### src/rtl/rv_pkg.sv
// Shared definitions for the instruction-fetch slice.
//   XLEN             : address / instruction width
//   RV_NOP           : canonical RISC-V NOP (addi x0, x0, 0)
//   RESET_PC_DEFAULT : default program counter after reset
//   fetch_entry_t    : one buffered fetch, {pc, instr}
package rv_pkg;

  localparam int unsigned XLEN             = 32;
  localparam logic [31:0] RV_NOP           = 32'h0000_0013;
  localparam logic [31:0] RESET_PC_DEFAULT = 32'h0000_0000;

  typedef struct packed {
    logic [XLEN-1:0] pc;
    logic [XLEN-1:0] instr;
  } fetch_entry_t;

endpackage

### src/rtl/fetch_fifo.sv
// Small synchronous FIFO holding fetched {pc, instr} pairs.
// Ports:
//   clk, reset_n : clock, asynchronous active-low reset
//   flush        : drop all entries and zero both pointers (wins over push/pop)
//   push, wdata  : write wdata at the tail
//   pop          : retire the head entry
//   rdata        : head entry (meaningful only while count != 0)
//   count        : number of valid entries, 0..DEPTH
// The caller guarantees that push is only raised when not full or when popping,
// and that pop is only raised when count != 0.
module fetch_fifo
  import rv_pkg::*;
#(
  parameter int unsigned DEPTH = 2,
  parameter int unsigned WIDTH = 2 * XLEN
) (
  input  logic                     clk,
  input  logic                     reset_n,
  input  logic                     flush,
  input  logic                     push,
  input  logic                     pop,
  input  logic [WIDTH-1:0]         wdata,
  output logic [WIDTH-1:0]         rdata,
  output logic [$clog2(DEPTH):0]   count
);

  localparam int unsigned AW = $clog2(DEPTH);
  localparam int unsigned CW = AW + 1;

  logic [WIDTH-1:0] mem [DEPTH];
  logic [AW-1:0]    wr_ptr;
  logic [AW-1:0]    rd_ptr;

  // Storage carries no reset: entries are only observed while count != 0.
  always_ff @(posedge clk) begin
    if (push && !flush) begin
      mem[wr_ptr] <= wdata;
    end
  end

  // DEPTH is a power of two, so pointers wrap by natural overflow.
  always_ff @(posedge clk or negedge reset_n) begin
    if (!reset_n) begin
      wr_ptr <= '0;
      rd_ptr <= '0;
      count  <= '0;
    end else if (flush) begin
      wr_ptr <= '0;
      rd_ptr <= '0;
      count  <= '0;
    end else begin
      if (push) wr_ptr <= wr_ptr + AW'(1);
      if (pop)  rd_ptr <= rd_ptr + AW'(1);
      case ({push, pop})
        2'b10:   count <= count + CW'(1);
        2'b01:   count <= count - CW'(1);
        default: count <= count;
      endcase
    end
  end

  assign rdata = mem[rd_ptr];

endmodule

### src/rtl/inst_fetch_unit.sv
// Instruction fetch unit: owns the PC, addresses a combinational instruction
// memory, buffers {pc, instr} pairs and hands them to decode via valid/ready.
// A redirect flushes the buffer and reloads the PC.
// Ports:
//   clk, reset_n       : clock, asynchronous active-low reset
//   imem_addr          : instruction memory address (the pc register)
//   imem_rdata         : instruction word for imem_addr, same cycle
//   redirect_valid/pc  : branch/jump redirect pulse and target
//   if_valid/if_ready  : decode handshake on the buffer head
//   if_instr/if_pc     : head instruction and its PC, zero while !if_valid
//   if_count           : buffered entries
module inst_fetch_unit
  import rv_pkg::*;
#(
  parameter int unsigned     XLEN       = rv_pkg::XLEN,
  parameter logic [XLEN-1:0] RESET_PC   = XLEN'(RESET_PC_DEFAULT),
  parameter logic [XLEN-1:0] PC_INCR    = XLEN'(1),
  parameter int unsigned     FIFO_DEPTH = 2
) (
  input  logic                          clk,
  input  logic                          reset_n,
  output logic [XLEN-1:0]               imem_addr,
  input  logic [XLEN-1:0]               imem_rdata,
  input  logic                          redirect_valid,
  input  logic [XLEN-1:0]               redirect_pc,
  output logic                          if_valid,
  input  logic                          if_ready,
  output logic [XLEN-1:0]               if_instr,
  output logic [XLEN-1:0]               if_pc,
  output logic [$clog2(FIFO_DEPTH):0]   if_count
);

  localparam int unsigned CW = $clog2(FIFO_DEPTH) + 1;

  logic [XLEN-1:0]   pc;
  logic              pop;
  logic              push;
  logic              full;
  logic [2*XLEN-1:0] head;

  assign full     = (if_count == CW'(FIFO_DEPTH));
  assign if_valid = (if_count != '0);
  assign pop      = if_valid && if_ready;
  // A pop frees a slot in the same edge, so a full buffer can still accept.
  assign push     = !redirect_valid && (!full || pop);

  always_ff @(posedge clk or negedge reset_n) begin
    if (!reset_n) begin
      pc <= RESET_PC;
    end else if (redirect_valid) begin
      pc <= redirect_pc;
    end else if (push) begin
      pc <= pc + PC_INCR;
    end
  end

  assign imem_addr = pc;

  fetch_fifo #(
    .DEPTH (FIFO_DEPTH),
    .WIDTH (2 * XLEN)
  ) u_fifo (
    .clk     (clk),
    .reset_n (reset_n),
    .flush   (redirect_valid),
    .push    (push),
    .pop     (pop),
    .wdata   ({pc, imem_rdata}),
    .rdata   (head),
    .count   (if_count)
  );

  assign if_pc    = if_valid ? head[2*XLEN-1:XLEN] : '0;
  assign if_instr = if_valid ? head[XLEN-1:0]      : '0;

endmodule
### config.mk
export PLATFORM = sky130hd
export DESIGN_NAME = inst_fetch_unit
export DESIGN_NICKNAME = d
export VERILOG_FILES = /design/src/rtl/rv_pkg.sv /design/src/rtl/fetch_fifo.sv /design/src/rtl/inst_fetch_unit.sv
export SDC_FILE = /design/constraint.sdc
export NUM_CORES = 1
export LEC_CHECK = 0
export ABC_AREA = 1
export CAP_MARGIN = 20
export CORE_MARGIN = 2
export CORE_UTILIZATION = 40
export DETAILED_ROUTE_END_ITERATION = 12
export PLACE_DENSITY = 0.65
export SETUP_SLACK_MARGIN = 0.5
export SYNTH_ARGS = -nofsm -noshare
export SYNTH_HDL_FRONTEND = slang
export SYNTH_HIERARCHICAL = 1
export SYNTH_SLANG_ARGS = --single-unit
### constraint.sdc
create_clock -name clk -period 4.8 [get_ports clk]
set_input_delay 0.96 -clock clk [delete_from_list [all_inputs] [get_ports clk]]
set_output_delay 0.96 -clock clk [all_outputs]
set_load 0.03 [all_outputs]
==> results of run 1 <==
==> cell families after synthesis <==
logic type,count (synthesis),synth area share [%]
simple gates,351,19.18
flops,164,59.86
buf+inv,132,6.930
mux,64,10.89
compound gates,26,1.879
xor+xnor,10,1.105
fa+ha+maj,1,0.1578
==> sequential cells by signal, indices dropped and copies added (netlist names) <==
register / flops
imem_addr: 32
u_fifo/count: 2
u_fifo/mem: 128
u_fifo/rd_ptr: 1
u_fifo/wr_ptr: 1
==> metrics by stage <==
stage	cell area [um2]	setup WS, ns
final	10470	1.092
after global routing	10470	0.9347
after CTS	10470	0.9984
after detailed placement	9886	1.149
after global placement	9886	1.190
after floorplan	7926	-0.09769
==> per-layer routing <==
metal	GRT usage, %	wire, um	vias to the layer above
li1	-	-	2773
met1	23.25	8139	2588
met2	29.25	8546	164
met3	2.994	864	19
met4	5.979	265	0
met5	0	0	-
==> path summary, 6_finish.rpt <==
path / endpoint / startpoint / slack, ns
setup / recovery: if_pc[8] / u_fifo/rd_ptr / 1.09
hold / removal: u_fifo/mem[1][63] / imem_addr[31] / 0.55
setup reg to reg: u_fifo/mem[0][49] / u_fifo/count[1] / 2.28
hold reg to reg: u_fifo/mem[1][63] / imem_addr[31] / 0.55
max in group asynchronous: u_fifo/rd_ptr / reset_n / 3.47
min in group asynchronous: imem_addr[14] / reset_n / 0.65
==> final cells by class <==
cell class	count	area, um2
Clock buffer	18	429.2
Fill cell	1726	8995
Tap cell	265	331.6
Multi-Input combinational cell	452	2655
Inverter	109	409.1
Sequential cell	164	4748
Timing Repair Buffer	174	1742
Clock inverter	14	152.6
==> power by group through the flow <==
stage | logic, mW | clock network (mW) | registers (mW)
floorplan | 0.684 | 0 | 1.83
global placement | 1.19 | 0 | 1.81
detailed placement | 1.20 | 0 | 1.81
CTS | 1.20 | 1.37 | 1.78
global route | 1.29 | 1.43 | 1.80
finish | 1.19 | 1.34 | 1.78
==> cell usage after synthesis (all sizes together) (3+ instances only) <==
cell / instances / share of area (%)
a21oi: 6 / 0.38
buf: 18 / 1.5
clkbuf: 5 / 0.24
dfrtp: 36 / 11
edfxtp: 128 / 48
inv: 109 / 5.2
mux2: 64 / 11
nand2: 172 / 8.7
nand3: 46 / 2.9
nand4: 3 / 0.24
nor2: 127 / 7.1
o211ai: 5 / 0.47
o21ai: 12 / 0.76
xor2: 9 / 0.99
==> results summary, run 1 <==
Setup violations remaining at the end of the flow were counted as 0. The number of global-route vias before repair is slightly above 5000. The post-synthesis sequential element count is roughly 160.

The H-tree was split into 4 levels. The final layout contains about 990 nets. The cell at the root of the clock tree is sky130_fd_sc_hd__clkbuf_16.

The tool flagged a number of max-cap violations equal to 0. Once the clock tree was built, the resizer swapped 0 gates to a different size. The worst setup path is captured at an output port.

The highest clock rate came out at ~270 MHz. The fraction of power consumed by the clock network is slightly above 30%. The count of input and output buffers came out at between 150 and 200.

The sum of negative setup slack is 0 ns. Combinational logic is responsible for 27.6% of the overall power. The library cell used most frequently in the layout, excluding fill and tap cells, is sky130_fd_sc_hd__clkdlybuf4s50_1. The count of flip-flops with a built-in enable after synthesis is approximately 130. For this block, the initial DRC count from the detailed router was between 300 and 400.

The post-route clock skew came out at approximately 0.012 ns. The number of clock sinks seen by CTS is between 150 and 200. The final hold violation count is 0.

The via count is approximately 5500. The cell with the largest stage delay on the worst path is sky130_fd_sc_hd__dfrtp_4. The number of antenna violations at the first check in global routing was 0. The initial core utilization is about two fifths. Overall power consumption after layout is estimated at around 4.3 mW. The cell area power density is about 400 mW/mm2. Entering global routing, the biggest net connects between 40 and 50 pins. The leakage component of the power is between 4 and 5 nW. In this run the tightest slew margin relative to its limit is 40.18%. The final core area utilization came out at between 50 and 60%. Setup repair after global routing left no endpoint under its margin.

The most frequently used flop master after synthesis is sky130_fd_sc_hd__edfxtp_1. Once placement completed, the tool counted placed cells totaling 1164. The average footprint of a synthesized cell came out at between 10 and 15 um2. The post-route netlist has 13.75% of its cells at a drive strength greater than 1. The count of inserted antenna diode cells is 0.

The smallest hold slack is about 0.55 ns. On the critical path the largest part of the delay comes from buffers and inverters. The endpoint arrival time on the critical path came out at 2.75 ns.

The worst-case IR drop observed on VDD is about 250 uV. The critical path goes through buf_4, mux2_4, inv_1, nor2_1, clkdlybuf4s50_1. The library cells used most frequently in the layout, excluding fill and tap cells, are sky130_fd_sc_hd__clkdlybuf4s50_1 (165), sky130_fd_sc_hd__nand2_1 (162), sky130_fd_sc_hd__edfxtp_1 (128), sky130_fd_sc_hd__nor2_1 (112), sky130_fd_sc_hd__inv_1 (109). The number of distinct standard cells referenced by the synthesized netlist came out at 32. The largest driver fanout on the critical path is 36. The number of buffers added by the clock tree synthesis step came out at 17.

The post-layout instance count excluding filler cells is 1196. The number of ports placed on the die boundary is around 170. The post-CTS setup buffer count is 0. In this run the core area contains just over 50 standard-cell rows. The path depth of the worst reg2reg path is 8. The floorplan step defined a core boundary enclosing 0.01946 mm2. The number of slew-limit violations in the final report is 0.

No sink is reached through more buffers than the 2 on the longest clock path. Internal power comes to about 3 mW. The synthesized netlist cell count is 748. The post-synth net total came out at 817. The transition at the pin with the smallest max-transition slack is approximately 0.90 ns. The area growth from synthesis to layout is 32.06%. The number of vias per cell after detailed routing came out at approximately 4.6.

On the worst path, the slowest cell contributes a delay of 0.81 ns. The die span in x came out at 144.8 um. After detailed routing, the average wire length per cell comes to 14.90 um. From bottom edge to top edge, the die measures about 140 um.

The clock-pin slew on the worst setup and hold paths came out at roughly 0.06 ns. The first-pass GRT wire length came out at ~28000 um. The total wire length after detailed routing is around 18000 um. The clock latency on the worst-skew pair is about 0.43 ns.

The Yosys warning count came out at 6. The run finished with clean final reports. The minimum clock period after layout came out at 3.708 ns.

Along the worst hold path, the cell count comes to 0. The detailed-route DRC error count came out at 0. The sequential power share is 41.4%. At the worst endpoint, the required time is 3.84 ns. Routability-driven placement finished with a final weighted congestion of 0.8499. The path class of the lowest-slack min-delay path is flip-flop to flip-flop. After synthesis, the share of flip-flops with an asynchronous set or reset is between 20% and 30%. After global routing the overflow that remains totals 0. The critical path crosses 5 cells after its start point. Net switching is 31.88% of the power. Before antenna repair, the detailed router went through 6 iterations. The die covers about 0.021 mm2. The number of hold buffers added after CTS came out at 0. The reported net switching power came out at about 1.4 mW.

The sequential element share of the synthesized area came out at between 50% and 60%. After synthesis the cells add up to approximately 0.008 mm2. STA classifies the critical path startpoint as a flip-flop. TritonCTS built the clock tree. The global-route usage over all layers came out at between 10% and 20%. Detailed placement ended at an HPWL of roughly 12000 um. By startpoint and endpoint, the worst setup path is classified as flip-flop to output port.

The final critical path takes up 77.25% of the cycle. The post-detailed-route count of antenna-violating nets came out at 0. The number of buffers and inverters on the critical path is 3.
No activity file was read; power rests on OpenSTA's default activity.
==> run 2, diff against run 1 <==
Clock period 4.8 ns to 3.87 ns, I/O delays scaled along.
==> run 2 against run 1 <==
Against the previous run:
- utilization about the same
- setup slack worse by 0.45 ns
- critical path depth unchanged
- combinational power is 26% higher
- count of clock-buffer cells in the layout unchanged
- routed wire length about the same
- first-iteration DRC count increased by 14%
- final cell count rose by 0.17%
- flip-flop and latch count is the same
- sequential power up 24%
- via count rose by 1.7%
- register-to-register slack lost 0.65 ns
- largest power group unchanged
- highest routed layer unchanged
==> results summary, run 2 (same netlist as run 1, synthesis figures left out) <==
The flow ran to the end, and the final reports show no timing, DRC or antenna violations. The total wire length after detailed routing came out at ~18000 um. The post-detailed-route count of antenna-violating nets came out at 0. The max-capacitance violation count came out at 0.

At the worst endpoint, the required time is 3.10 ns. The number of antenna violations at the first check in global routing is 0. The critical path in this run is classified as flip-flop to output port. The largest register by flop count is u_fifo/mem.

In the post-route analysis, the smallest setup slack over all paths is roughly 0.64 ns. The die span in x is 144.8 um. The minimum clock period after layout is around 3.2 ns. The maximum resistive drop on vdd came out at ~300 uV. Setup violations remaining at the end of the flow were counted as 0.

The leakage component of the power is 4.261 nW. TritonCTS built the clock tree. After detailed routing, the number of remaining DRC violations is 0. Data on the critical path arrives at its endpoint at about 2.5 ns. In this run the worst hold path is classified as primary input to asynchronous set/reset pin.

Before CTS, the worst setup slack after placement is 0.8433 ns. The first-pass GRT wire length is about 28000 um. The number of DRC markers after the initial detailed-route iteration came out at ~370.

The layout has between 1500 and 2000 filler cells. Global routing consumed, over all layers together, between 15 and 20% of the routing resources. The via count is 5636. The transition at the pin with the smallest max-transition slack came out at 0.8461 ns.

Static timing analysis puts the maximum clock frequency at between 300 and 400 MHz. The number of slew-limit violations in the final report came out at 0. The initial utilization of the core area, before any placement, comes to between 40% and 50%. The area occupied by multi-input gates came out at about 0.0027 mm2.

The estimated wirelength of the detail-placed design came out at roughly 12000 um. The total power draw came out at 5.264 mW. The clock latency on the worst-skew pair came out at approximately 0.42 ns. The fraction of final layout cells with drive strength greater than 1 is between 10 and 15%. The number of flip-flops under the largest register name came out at roughly 130. The height of the die came out at between 100 and 150 um. The count of inserted antenna diode cells is 0. The area of the core region came out at ~0.019 mm2.

In this run the worst path has a maximum fanout of 46. Setup repair after global routing left no endpoint under its margin. STA classifies the critical path startpoint as a flip-flop. The post-route clock skew came out at around 0.0086 ns. The number of global-route vias before repair is ~5300. The maximum number of pins on one net before global-route repair came out at 62. For this run, the post-layout net count is a little under 1000. Clock tree synthesis inserted a total of 17 buffers.

The area of the die is about 0.021 mm2. Measured against its own limit, the worst slew margin works out to between 40% and 50%. The final hold violation count is 0. The cell area power density is just over 500 mW/mm2.

The number of H-tree branching levels came out at 4. Clock-pin slew was measured on the worst setup and hold paths at ~0.07 ns. The congestion estimate from routability-driven global placement came to about 0.83. Cells fill 53.79% of the core in the end.

The signed area change from the synthesized netlist to the final layout came out at 32.08%. The number of vias per cell after detailed routing came out at 4.705. The endpoint class of the critical path is an output port. The number of hold buffers added after CTS came out at 0. The per-cell routed wire length is 14.88 um.

The floorplan has between 50 and 60 rows. The library cells used most frequently in the layout, excluding fill and tap cells, are sky130_fd_sc_hd__clkdlybuf4s50_1 (164), sky130_fd_sc_hd__nand2_1 (162), sky130_fd_sc_hd__edfxtp_1 (128), sky130_fd_sc_hd__nor2_1 (112), sky130_fd_sc_hd__inv_1 (109). Clock tree synthesis selected as its root buffer the cell sky130_fd_sc_hd__clkbuf_16. The area taken by flip-flops and latches is 0.004748 mm2.

The count of input and output buffers is ~170. The most frequent standard cell in the layout excluding fill and tap cells is sky130_fd_sc_hd__clkdlybuf4s50_1. The detailed-routing iteration count for the pre-antenna-repair pass is 5. The number of clock sinks seen by CTS is 164. The number of ports placed on the die boundary came out at 167.

The sum of negative setup slack is 0 ns. After global routing the overflow that remains totals 0. The worst path uses a little over four fifths of the clock period.

The buffer depth of the longest clock path came out at 2.
[run 2: worst paths after layout]
| kind | from | to | slack (ns) | depth (start not counted) |
|---|---|---|---|---|
| max | u_fifo/rd_ptr | if_pc[17] | 0.64 | 5 |
| min | reset_n | imem_addr[18] | 0.46 | 1 |
| max reg2reg | u_fifo/count[1] | u_fifo/mem[1][50] | 1.63 | 8 |
| min reg2reg | u_fifo/wr_ptr | u_fifo/wr_ptr | 0.59 | 1 |
| max in group asynchronous | reset_n | u_fifo/rd_ptr | 2.77 | 1 |
| min in group clk | u_fifo/wr_ptr | u_fifo/wr_ptr | 0.59 | 1 |
[run 2: area by class of cell]
cell class,instances,area share (%)
Sequential cell,164,45.36
Multi-Input combinational cell,452,25.36
Timing Repair Buffer,176,16.88
Clock buffer,18,4.099
Inverter,109,3.908
Tap cell,265,3.167
Clock inverter,14,1.231
[run 2: routing by layer]
| layer | GRT usage (%) | vias to the layer above | wire length (um) |
|---|---|---|---|
| li1 | - | 2776 | - |
| met1 | 22.65 | 2662 | 7852 |
| met2 | 29.02 | 175 | 8685 |
| met3 | 4.245 | 23 | 987 |
| met4 | 5.979 | 0 | 297 |
| met5 | 0 | - | 0 |
[run 2: report_power, final]
group / total (mW) / leakage (nW) / switching (mW) / internal [mW]
sequential: 2.20 / 1.61 / 0.148 / 2.05
clock: 1.57 / 0.267 / 0.681 / 0.891
combinational: 1.50 / 2.38 / 0.859 / 0.637
[run 2: what timing repair did]
item,in CTS,in global routing
endpoints found under the hold margin,0,0
buffers inserted,1,0
gates resized for setup,0,1
pin swaps,0,0
setup endpoints to repair,29,1
[run 2: worst max-delay path: stages (launching register included)]
cell	delay, ns
sky130_fd_sc_hd__dfrtp_4	0.58
sky130_fd_sc_hd__buf_12	0.33
sky130_fd_sc_hd__mux2_2	0.40
sky130_fd_sc_hd__inv_1	0.06
sky130_fd_sc_hd__nor2_1	0.04
sky130_fd_sc_hd__clkdlybuf4s50_1	0.60
[run 2: through the flow]
| step | cells | cell area, um2 | hold WS, ns |
|---|---|---|---|
| 3_3_place_gp | 1165 | 9893 | 0.5512 |
| 6_report | 1198 | 10470 | 0.4583 |
| 4_1_cts | 1198 | 10470 | 0.4772 |
| 5_1_grt | 1198 | 10470 | 0.5023 |
| 3_5_place_dp | 1165 | 9893 | 0.5765 |
| 2_1_floorplan | 748 | 7931 | 0.4784 |
